### src/rtl/mem_master_pkg.sv
`default_nettype none
// +--------------------------------------------------------------------+
// | mem_master_pkg                                                     |
// | Shared types and default constants for the data-memory initiator.  |
// | Rev 1.0 - initial release                                          |
// +--------------------------------------------------------------------+
package mem_master_pkg;

  localparam int ADDR_W_DEF   = 6;
  localparam int DATA_W_DEF   = 32;
  localparam int READ_LAT_DEF = 1;
  localparam int ERR_CNT_W    = 8;
  // Latency counter only ever holds READ_LAT-1, and READ_LAT tops out at 4
  localparam int CNT_W        = 2;

  typedef enum logic [1:0] {
    ST_IDLE  = 2'd0,
    ST_WRITE = 2'd1,
    ST_READ  = 2'd2,
    ST_RESP  = 2'd3
  } state_t;

endpackage
`default_nettype wire

### src/rtl/mem_master_addr_check.sv
`default_nettype none
// +--------------------------------------------------------------------+
// | mem_addr_check                                                     |
// | Byte-to-word address mapping with misalignment/range detection.    |
// | Rev 1.0 - initial release                                          |
// +--------------------------------------------------------------------+
module mem_addr_check #(
  parameter int ADDR_W = 6
) (
  input  logic [31:0]       byte_addr,
  output logic [ADDR_W-1:0] word_addr,
  output logic              addr_err
);

  // Word index is the byte address with the two byte-lane bits removed;
  // any set lane bit or any bit above the memory's reach is illegal.
  always_comb begin
    word_addr = byte_addr[ADDR_W+1:2];
    addr_err  = (|byte_addr[1:0]) | (|byte_addr[31:ADDR_W+2]);
  end

endmodule
`default_nettype wire

### src/rtl/mem_master.sv
`default_nettype none
// +--------------------------------------------------------------------+
// | mem_master                                                         |
// | Valid/ready request front end driving a word-addressed memory with |
// | registered strobes, one response per request, and error counting.  |
// | Rev 1.0 - initial release                                          |
// +--------------------------------------------------------------------+
module mem_master
  import mem_master_pkg::*;
#(
  parameter int ADDR_W   = ADDR_W_DEF,
  parameter int DATA_W   = DATA_W_DEF,
  parameter int READ_LAT = READ_LAT_DEF
) (
  input  logic                 clk,
  input  logic                 rst_n,
  input  logic                 req_valid,
  output logic                 req_ready,
  input  logic                 req_we,
  input  logic [31:0]          req_addr,
  input  logic [DATA_W-1:0]    req_wdata,
  output logic                 rsp_valid,
  input  logic                 rsp_ready,
  output logic [DATA_W-1:0]    rsp_rdata,
  output logic                 rsp_err,
  output logic [ERR_CNT_W-1:0] err_count,
  output logic [ADDR_W-1:0]    address,
  output logic [DATA_W-1:0]    writeData,
  output logic                 memwrite,
  output logic                 memread,
  input  logic [DATA_W-1:0]    out32
);

  state_t                state_q, state_d;
  logic [CNT_W-1:0]      cnt_q, cnt_d;
  logic [ADDR_W-1:0]     address_q, address_d;
  logic [DATA_W-1:0]     write_data_q, write_data_d;
  logic                  memwrite_q, memwrite_d;
  logic                  memread_q, memread_d;
  logic                  rsp_valid_q, rsp_valid_d;
  logic [DATA_W-1:0]     rsp_rdata_q, rsp_rdata_d;
  logic                  rsp_err_q, rsp_err_d;
  logic [ERR_CNT_W-1:0]  err_count_q, err_count_d;

  logic [ADDR_W-1:0]     w_word_addr;
  logic                  w_addr_err;

  mem_addr_check #(
    .ADDR_W (ADDR_W)
  ) u_addr_check (
    .byte_addr (req_addr),
    .word_addr (w_word_addr),
    .addr_err  (w_addr_err)
  );

  // Next-state and next-output logic; strobes are computed one cycle early
  // so they come straight out of flops alongside the state they belong to.
  always_comb begin
    state_d      = state_q;
    cnt_d        = cnt_q;
    address_d    = address_q;
    write_data_d = write_data_q;
    memwrite_d   = 1'b0;
    memread_d    = 1'b0;
    rsp_valid_d  = rsp_valid_q;
    rsp_rdata_d  = rsp_rdata_q;
    rsp_err_d    = rsp_err_q;
    err_count_d  = err_count_q;
    case (state_q)
      ST_IDLE: begin
        if (req_valid) begin
          if (w_addr_err) begin
            // Rejected: straight to response, memory untouched
            state_d     = ST_RESP;
            rsp_valid_d = 1'b1;
            rsp_err_d   = 1'b1;
            rsp_rdata_d = '0;
            if (err_count_q != '1) begin
              err_count_d = err_count_q + 1'b1;
            end
          end else begin
            address_d    = w_word_addr;
            write_data_d = req_wdata;
            rsp_err_d    = 1'b0;
            rsp_rdata_d  = '0;
            if (req_we) begin
              state_d    = ST_WRITE;
              memwrite_d = 1'b1;
            end else begin
              state_d   = ST_READ;
              memread_d = 1'b1;
              cnt_d     = CNT_W'(READ_LAT - 1);
            end
          end
        end
      end
      ST_WRITE: begin
        // Memory commits on the closing edge of the single memwrite cycle
        state_d     = ST_RESP;
        rsp_valid_d = 1'b1;
      end
      ST_READ: begin
        if (cnt_q == '0) begin
          rsp_rdata_d = out32;
          state_d     = ST_RESP;
          rsp_valid_d = 1'b1;
        end else begin
          cnt_d     = cnt_q - 1'b1;
          memread_d = 1'b1;
        end
      end
      ST_RESP: begin
        if (rsp_ready) begin
          state_d     = ST_IDLE;
          rsp_valid_d = 1'b0;
        end
      end
      default: state_d = ST_IDLE;
    endcase
  end

  // State and output registers; reset aborts any in-flight access at once
  always_ff @(posedge clk or negedge rst_n) begin
    if (!rst_n) begin
      state_q      <= ST_IDLE;
      cnt_q        <= '0;
      address_q    <= '0;
      write_data_q <= '0;
      memwrite_q   <= 1'b0;
      memread_q    <= 1'b0;
      rsp_valid_q  <= 1'b0;
      rsp_rdata_q  <= '0;
      rsp_err_q    <= 1'b0;
      err_count_q  <= '0;
    end else begin
      state_q      <= state_d;
      cnt_q        <= cnt_d;
      address_q    <= address_d;
      write_data_q <= write_data_d;
      memwrite_q   <= memwrite_d;
      memread_q    <= memread_d;
      rsp_valid_q  <= rsp_valid_d;
      rsp_rdata_q  <= rsp_rdata_d;
      rsp_err_q    <= rsp_err_d;
      err_count_q  <= err_count_d;
    end
  end

  // Port mapping of the registered state
  always_comb begin
    req_ready = (state_q == ST_IDLE);
    rsp_valid = rsp_valid_q;
    rsp_rdata = rsp_rdata_q;
    rsp_err   = rsp_err_q;
    err_count = err_count_q;
    address   = address_q;
    writeData = write_data_q;
    memwrite  = memwrite_q;
    memread   = memread_q;
  end

endmodule
`default_nettype wire

### config.mk
export PLATFORM = sky130hd
export DESIGN_NAME = mem_master
export DESIGN_NICKNAME = d
export VERILOG_FILES = /design/src/rtl/mem_master_pkg.sv /design/src/rtl/mem_master_addr_check.sv /design/src/rtl/mem_master.sv
export SDC_FILE = /design/constraint.sdc
export NUM_CORES = 1
export LEC_CHECK = 0
export CORE_MARGIN = 2
export CORE_UTILIZATION = 30
export DETAILED_ROUTE_END_ITERATION = 10
export PLACE_DENSITY_LB_ADDON = 0.3
export SYNTH_ARGS = -nofsm -noshare
export SYNTH_HDL_FRONTEND = slang
export SYNTH_SLANG_ARGS = --single-unit
### constraint.sdc
create_clock -name clk -period 6.2 [get_ports clk]
set_clock_uncertainty 0.1 [all_clocks]
set_input_delay 0.93 -clock clk [delete_from_list [all_inputs] [get_ports clk]]
set_output_delay 0.93 -clock clk [all_outputs]
set_load 0.01 [all_outputs]
==> results.cfg, run 1 <==
[outcome]
result_of_the_run = finished, final reports clean

[floorplanning]
die_area_sq_um = 12390
num_io_pins = 184
floorplan.rows = 39
core_area_sq_um = 11320
dieWidth_um = 111.3
initial_core_util_pct = 30.52
dieHeight_um = 111.3

[power]
power_leakage_nw = 2.507
design_power_total_mw = 2.068
design_internal_power_mw = 1.415
switchingPower_mw = 0.6531
p_sw_share_pct = 31.58
clkPwrFrac_pct = 24.1
irDropWorstVdd_uv = 202.7
power-per-cell-area_nw_per_um2 = 363.5
seqPwrFrac_pct = 38.6
comb_power_share_pct = 37.3

[detailed_routing]
route.vias.total = 2680
drt-initial-drc-count = 90
route.antenna.remaining_nets = 0
drc = 0
drt-total-wl_um = 8604
avgViaCountPerCell = 4.629
drt_pass1_iterations = 4
drt-wirelength-per-cell_um = 14.86

[final_layout]
instances_no_fill = 579
drive_above_1_share_pct = 14.22
relative_area_change_from_synthesis_to_final_layout_pct = 64.72
layout.cell_area.non_filler_sq_um = 5690
num-fill-cells = 1017
layout.nets = 537
num_antenna_cells = 0

[worst_setup_path]
kind_of_cell_adding_the_most_delay_to_the_critical_path = simple AND/OR/NAND/NOR gates
timing.critical_path.from = req_addr[12]
critPathRequiredTime_ns = 6.32
critical_path.reg2reg.startpoint = state_q[0]
end_kind = flop
worst-path-max-fanout = 41
cp_cell_instances = clkdlybuf4s50_1, nor4_1, nand4_1, nor4_4, buf_4, mux2_2
timing.critical_path.slowest_stage_cell = buf_4
worst-path-buf-inv = 2
crit_path_max_incr_delay_ns = 0.47
worst-r2r-setup-slack_ns = 3.80
crit_type = input port to flop
worstPathArrival_ns = 3.16
setup.worst_path.start_class = input port

[placement]
place.detailed.instances = 563
place.detailed.hpwl_um = 6202
placement.cell_area_sq_um = 5414
routabilityCongestion = 0.7958
port_buffers = 183

[sta]
rsz_0062_raised_after_global_routing = false
max_freq_ghz = 0.3291
setup_viol = 0
setup-tns-final_ns = 0
timing.final.max_slew_violations = 0
timing.hold.ws_ns = 0.3934
worst_pin_slew_ns = 1.067
worst_slew_margin_rel_pct = 28.90
layout_min_cycle_time_ns = 3.039
timing.final.hold_violations = 0
fin_crit_sh_pct = 49.02

[synth]
syn-num-nets = 353
postSynthAreaPerCell_sq_um = 13.99
yosysTopAreaCell = dfrtp_1
synth_seq_area_share_pct = 62.30
ys_top_cells_by_area = dfrtp_1 62%, mux2_2 12%, a22o_1 8.1%, ha_1 1.8%, xnor2_1 1.5%
synth_top_area_share_pct = 62.30
synth.cell_area_sq_um = 3455
synth_warnings = 0
post_synth_num_cell_types = 30
yosys_register_bits = 86
synth_cells = 247

[cts]
cts.hold.buffers_added = 0
max_h_tree_level = 3
cts_resized = 0
post-cts-setup-buffers = 0
clock_sink_count = 86
cts_tree = done
clock_transition_at_the_register_clock_pins_on_the_worst_setup_and_hold_paths_after_cts_ns = 0.06
cts-root-to-sink-buffers = 2
clock_root_buffer = clkbuf_16
clk_latency_ns = 0.33
cts_inserted_buffers = 9

[run]
cap_violations = 0

[global_routing]
vias_in_the_first_global_route = 2848
grt_first_pass_wirelength_um = 14190
largest_net_degree_at_the_start_of_global_routing = 87
grt-ovfl-total = 0
number_of_antenna_violations_at_the_first_check_in_global_routing = 0
grt_usage_pct = 14.32

[worst_hold_path]
worst_hold_startpoint = address[1]
hold_class = flop to flop
==> sequential cells by signal, indices dropped and copies added (netlist names), 2 cells and up <==
signal,cells
address,6
cnt_q,2
err_count,8
rsp_rdata,32
state_q,2
writeData,32
==> per-stage QoR <==
step / utilization [%] / setup slack, ns
finish: 50.27 / 3.161
global route: 50.27 / 3.015
CTS: 50.27 / 3.179
detailed placement: 47.82 / 2.812
global placement: 47.82 / 2.906
floorplan: - / 3.555
==> worst register-to-register path: cells and delay by family (launching register included) <==
kind | cells | cell delay [ns]
DFF | 1 | 0.40
muxes | 1 | 0.42
buffers and inverters | 2 | 0.56
and+or+nand+nor | 2 | 0.39
adders and majority gates | 1 | 0.41
==> per-layer routing <==
layer	wire length [um]	track usage, %
met3	543	4.702
met5	0	0
met2	4156	22.60
met4	115	5.926
met1	3789	18.21
==> synth_stat cells <==
master / n
a21o_1: 3
a21oi_1: 5
a22o_1: 32
a2bb2oi_1: 1
a311oi_1: 2
a31o_2: 1
a31oi_1: 1
and3_1: 3
buf_6: 4
clkbuf_1: 9
dfrtp_1: 86
ha_1: 5
inv_1: 8
mux2_1: 2
mux2_2: 38
nand2_1: 6
nand2b_1: 1
nand3_1: 2
nand4_1: 6
nor2_1: 7
nor3_1: 2
nor4_1: 8
nor4_4: 1
o211ai_1: 1
o21ai_0: 2
o21ai_1: 1
o21ba_2: 1
or4_1: 2
xnor2_1: 6
xor2_1: 1
==> worst paths after layout <==
kind                            cells after the start            end
worst min-delay path                                1     address[1]
worst min register to register                      1     address[1]
min in group asynchronous                           1   writeData[4]
worst max-delay path                                6  writeData[12]
max in group asynchronous                           1  rsp_rdata[13]
worst max register to register                      6  writeData[12]
==> power groups by stage <==
| stage | logic (mW) | clock network [mW] | registers, mW |
|---|---|---|---|
| after floorplan | 0.305 | 0 | 0.854 |
| after global placement | 0.766 | 0 | 0.803 |
| after detailed placement | 0.783 | 0 | 0.803 |
| after CTS | 0.783 | 0.518 | 0.800 |
| after global routing | 0.837 | 0.548 | 0.821 |
| final | 0.772 | 0.498 | 0.798 |
==> kinds of logic (layout without fill, tap and decap cells) <==
kind of cell	after synthesis	in the layout	synth area share (%)
simple gates	38	38	6.302
buf+inv	21	210	3.151
xor+xnor	7	7	1.775
fa+ha+maj	5	5	1.811
flops	86	86	62.30
compound gates	50	50	11.63
mux	40	40	13.04
==> area by class of cell <==
class | count | area (sq um) | share of cell area, %
Sequential cell | 86 | 2152 | 37.82
Timing Repair Buffer | 186 | 1852 | 32.54
Multi-Input combinational cell | 140 | 1201 | 21.11
Clock buffer | 10 | 229.0 | 4.024
Tap cell | 143 | 178.9 | 3.144
Clock inverter | 6 | 47.55 | 0.8355
Inverter | 8 | 30.03 | 0.5277
==> cells in the final DEF (no fill, tap or decap), drive strengths merged <==
| master | netlist | layout |
|---|---|---|
| mux2 | 40 | 40 |
| nor2 | 7 | 7 |
| nand4 | 6 | 6 |
| a2bb2oi | 1 | 1 |
| o21ba | 1 | 1 |
| clkinv | 0 | 1 |
| xnor2 | 6 | 6 |
| dfrtp | 86 | 86 |
| a22o | 32 | 32 |
| a311oi | 2 | 2 |
| ha | 5 | 5 |
| nand2b | 1 | 1 |
| clkbuf | 9 | 10 |
| xor2 | 1 | 1 |
| a31oi | 1 | 1 |
| clkdlybuf4s50 | 0 | 182 |
| and3 | 3 | 3 |
| nand3 | 2 | 2 |
| nor4 | 9 | 9 |
| inv | 8 | 9 |
| nand2 | 6 | 6 |
| o211ai | 1 | 1 |
| nor3 | 2 | 2 |
| a31o | 1 | 1 |
| or4 | 2 | 2 |
| buf | 4 | 4 |
| a21oi | 5 | 5 |
| clkinvlp | 0 | 4 |
| o21ai | 3 | 3 |
| a21o | 3 | 3 |
Note: power is estimated with default switching activity, not from simulation.
==> inputs of run 2 (changes only) <==
==> constraint.sdc (replaced) <==
create_clock -name clk -period 2.57 [get_ports clk]
set_clock_uncertainty 0.1 [all_clocks]
set_input_delay 0.3855 -clock clk [delete_from_list [all_inputs] [get_ports clk]]
set_output_delay 0.3855 -clock clk [all_outputs]
set_load 0.01 [all_outputs]
==> run 2 against run 1 <==
  * The flow now finishes with violations (negative hold slack)
  * Critical endpoint is now writeData[23]
  * Clock power grew to 2.6 times the previous value
  * Cell count increased by 0.35%
  * Flip-flop and latch count unchanged
  * Via count grew 0.86%
  * Register-to-register slack worse by 3.4 ns
  * Cell area rose by 1.1%
  * Routed wire length is essentially flat
  * Global-route usage decreased by 0.076 points
  * Utilization increased by 0.55 points
  * Die area unchanged
==> results.cfg, run 2 (synthesis gave the netlist of run 1 again) <==
[outcome]
result_of_the_run = finished with violations
violations = negative hold slack

[sta]
worst_pin_slew_ns = 0.4980
timing.final.max_slew_violations = 0
setup-tns-final_ns = 0
worst_slew_margin_rel_pct = 66.45
fin_crit_sh_pct = 88.26
layout_min_cycle_time_ns = 2.268
timing.final.hold_violations = 22
max_freq_ghz = 0.4409
timing.hold.ws_ns = -0.03007
setup_viol = 0
rsz_0062_raised_after_global_routing = false

[placement]
place.detailed.hpwl_um = 6360
port_buffers = 183
placement.cell_area_sq_um = 5461
place.detailed.instances = 566
routabilityCongestion = 0.8159

[global_routing]
number_of_antenna_violations_at_the_first_check_in_global_routing = 0
grt_first_pass_wirelength_um = 14300
grt_usage_pct = 14.24
vias_in_the_first_global_route = 2938
grt-ovfl-total = 0
largest_net_degree_at_the_start_of_global_routing = 87

[final_layout]
num-fill-cells = 1025
mostFrequentLayoutCells = 182 x clkdlybuf4s50_1, 86 x dfrtp_1, 38 x mux2_2
num_antenna_cells = 0
instances_no_fill = 581
layout.cell_area.non_filler_sq_um = 5753
drive_above_1_share_pct = 14.38
final_common_cell = clkdlybuf4s50_1
relative_area_change_from_synthesis_to_final_layout_pct = 66.53
layout.nets = 540

[power]
power_leakage_nw = 2.542
irDropWorstVdd_uv = 433.9
power-per-cell-area_nw_per_um2 = 881.2

[worst_setup_path]
worstPathArrival_ns = 2.38
timing.critical_path.from = req_addr[17]
end_kind = flop
worst-r2r-setup-slack_ns = 0.40
critical_path.reg2reg.startpoint = state_q[0]
crit-reg2reg-capture = rsp_valid
setup.worst_path.start_class = input port
critPathRequiredTime_ns = 2.68
crit_type = input port to flop
worst-path-max-fanout = 41
ff2ff_path_depth = 7
worstSetupEndpoint = writeData[23]

[detailed_routing]
route.vias.total = 2703
drt_pass1_iterations = 3
avgViaCountPerCell = 4.652
drt-total-wl_um = 8596
drt-wirelength-per-cell_um = 14.80
drt-initial-drc-count = 93
route.antenna.remaining_nets = 0
drc = 0

[cts]
cts.hold.buffers_added = 0
cts_resized = 0
clock_root_buffer = clkbuf_16
clock_transition_at_the_register_clock_pins_on_the_worst_setup_and_hold_paths_after_cts_ns = 0.06
post-cts-setup-buffers = 0
max_h_tree_level = 3
cts_inserted_buffers = 9
clk_latency_ns = 0.33
cts_tree = done
clock_sink_count = 86
cts-root-to-sink-buffers = 2

[floorplanning]
floorplan.rows = 39
die_area_sq_um = 12390
dieHeight_um = 111.3
initial_core_util_pct = 30.52
core_area_sq_um = 11320
dieWidth_um = 111.3
num_io_pins = 184

[worst_hold_path]
hold_class = input port to asynchronous set/reset pin

[run]
cap_violations = 0
## run 2: changes by cell type in the layout (fill, tap and decap cells not counted)
cell | previous run | this run
buf_4 | 4 | 5
bufinv_16 | 0 | 1
clkinvlp_4 | 4 | 2
clkinv_4 | 1 | 0
buf_12 | 0 | 2
clkbuf_8 | 0 | 1
clkbuf_1 | 1 | 2
inv_6 | 1 | 0
## run 2: area by class of cell
class | count | area [sq um] | share of cell area, %
clock buffer | 12 | 246.5 | 4.284
clock inverter | 3 | 45.04 | 0.7829
inverter | 8 | 30.03 | 0.5220
multi-input combinational | 140 | 1201 | 20.88
sequential | 86 | 2152 | 37.41
tap | 143 | 178.9 | 3.110
timing repair buffer | 189 | 1899 | 33.01
## run 2: critical path, cell delays in order
cell	delay (ns)
clkdlybuf4s50_1	0.40
nor4_1	0.30
nand4_1	0.26
nor4_4	0.38
buf_12	0.27
mux2_2	0.37
## run 2: per-layer routing
layer	global-route usage, %	routed length [um]
met4	6.667	223
met2	23.33	4099
met3	4.155	591
met5	0	0
met1	17.38	3682
## run 2: where the power goes
part           total [mW]  internal, mW  switching, mW
logic                1.88          1.07          0.810
registers            1.92          1.70          0.224
clock network        1.27         0.775          0.494
## run 2: worst min path at each step
stage	from	to	slack, ns
finish	rst_n	address[3]	-0.03
global route	rst_n	address[4]	0.02
detailed placement	rst_n	writeData[2]	0.36
CTS	rst_n	writeData[2]	0.007
floorplan	rst_n	address[0]	-0.01
global placement	rst_n	writeData[2]	0.36
## run 2: metrics by stage
| stage | util (%) | power (mW) | hold WS, ns | setup WS, ns |
|---|---|---|---|---|
| detailed placement | 48.24 | 3.843 | 0.3608 | -0.07191 |
| global route | 50.82 | 5.391 | 0.01773 | 0.1958 |
| global placement | 48.24 | 3.799 | 0.3588 | 0.03082 |
| CTS | 50.82 | 5.158 | 0.007052 | 0.2811 |
| floorplan | - | 2.797 | -0.01009 | 0.4691 |
| finish | 50.82 | 5.069 | -0.03007 | 0.3017 |
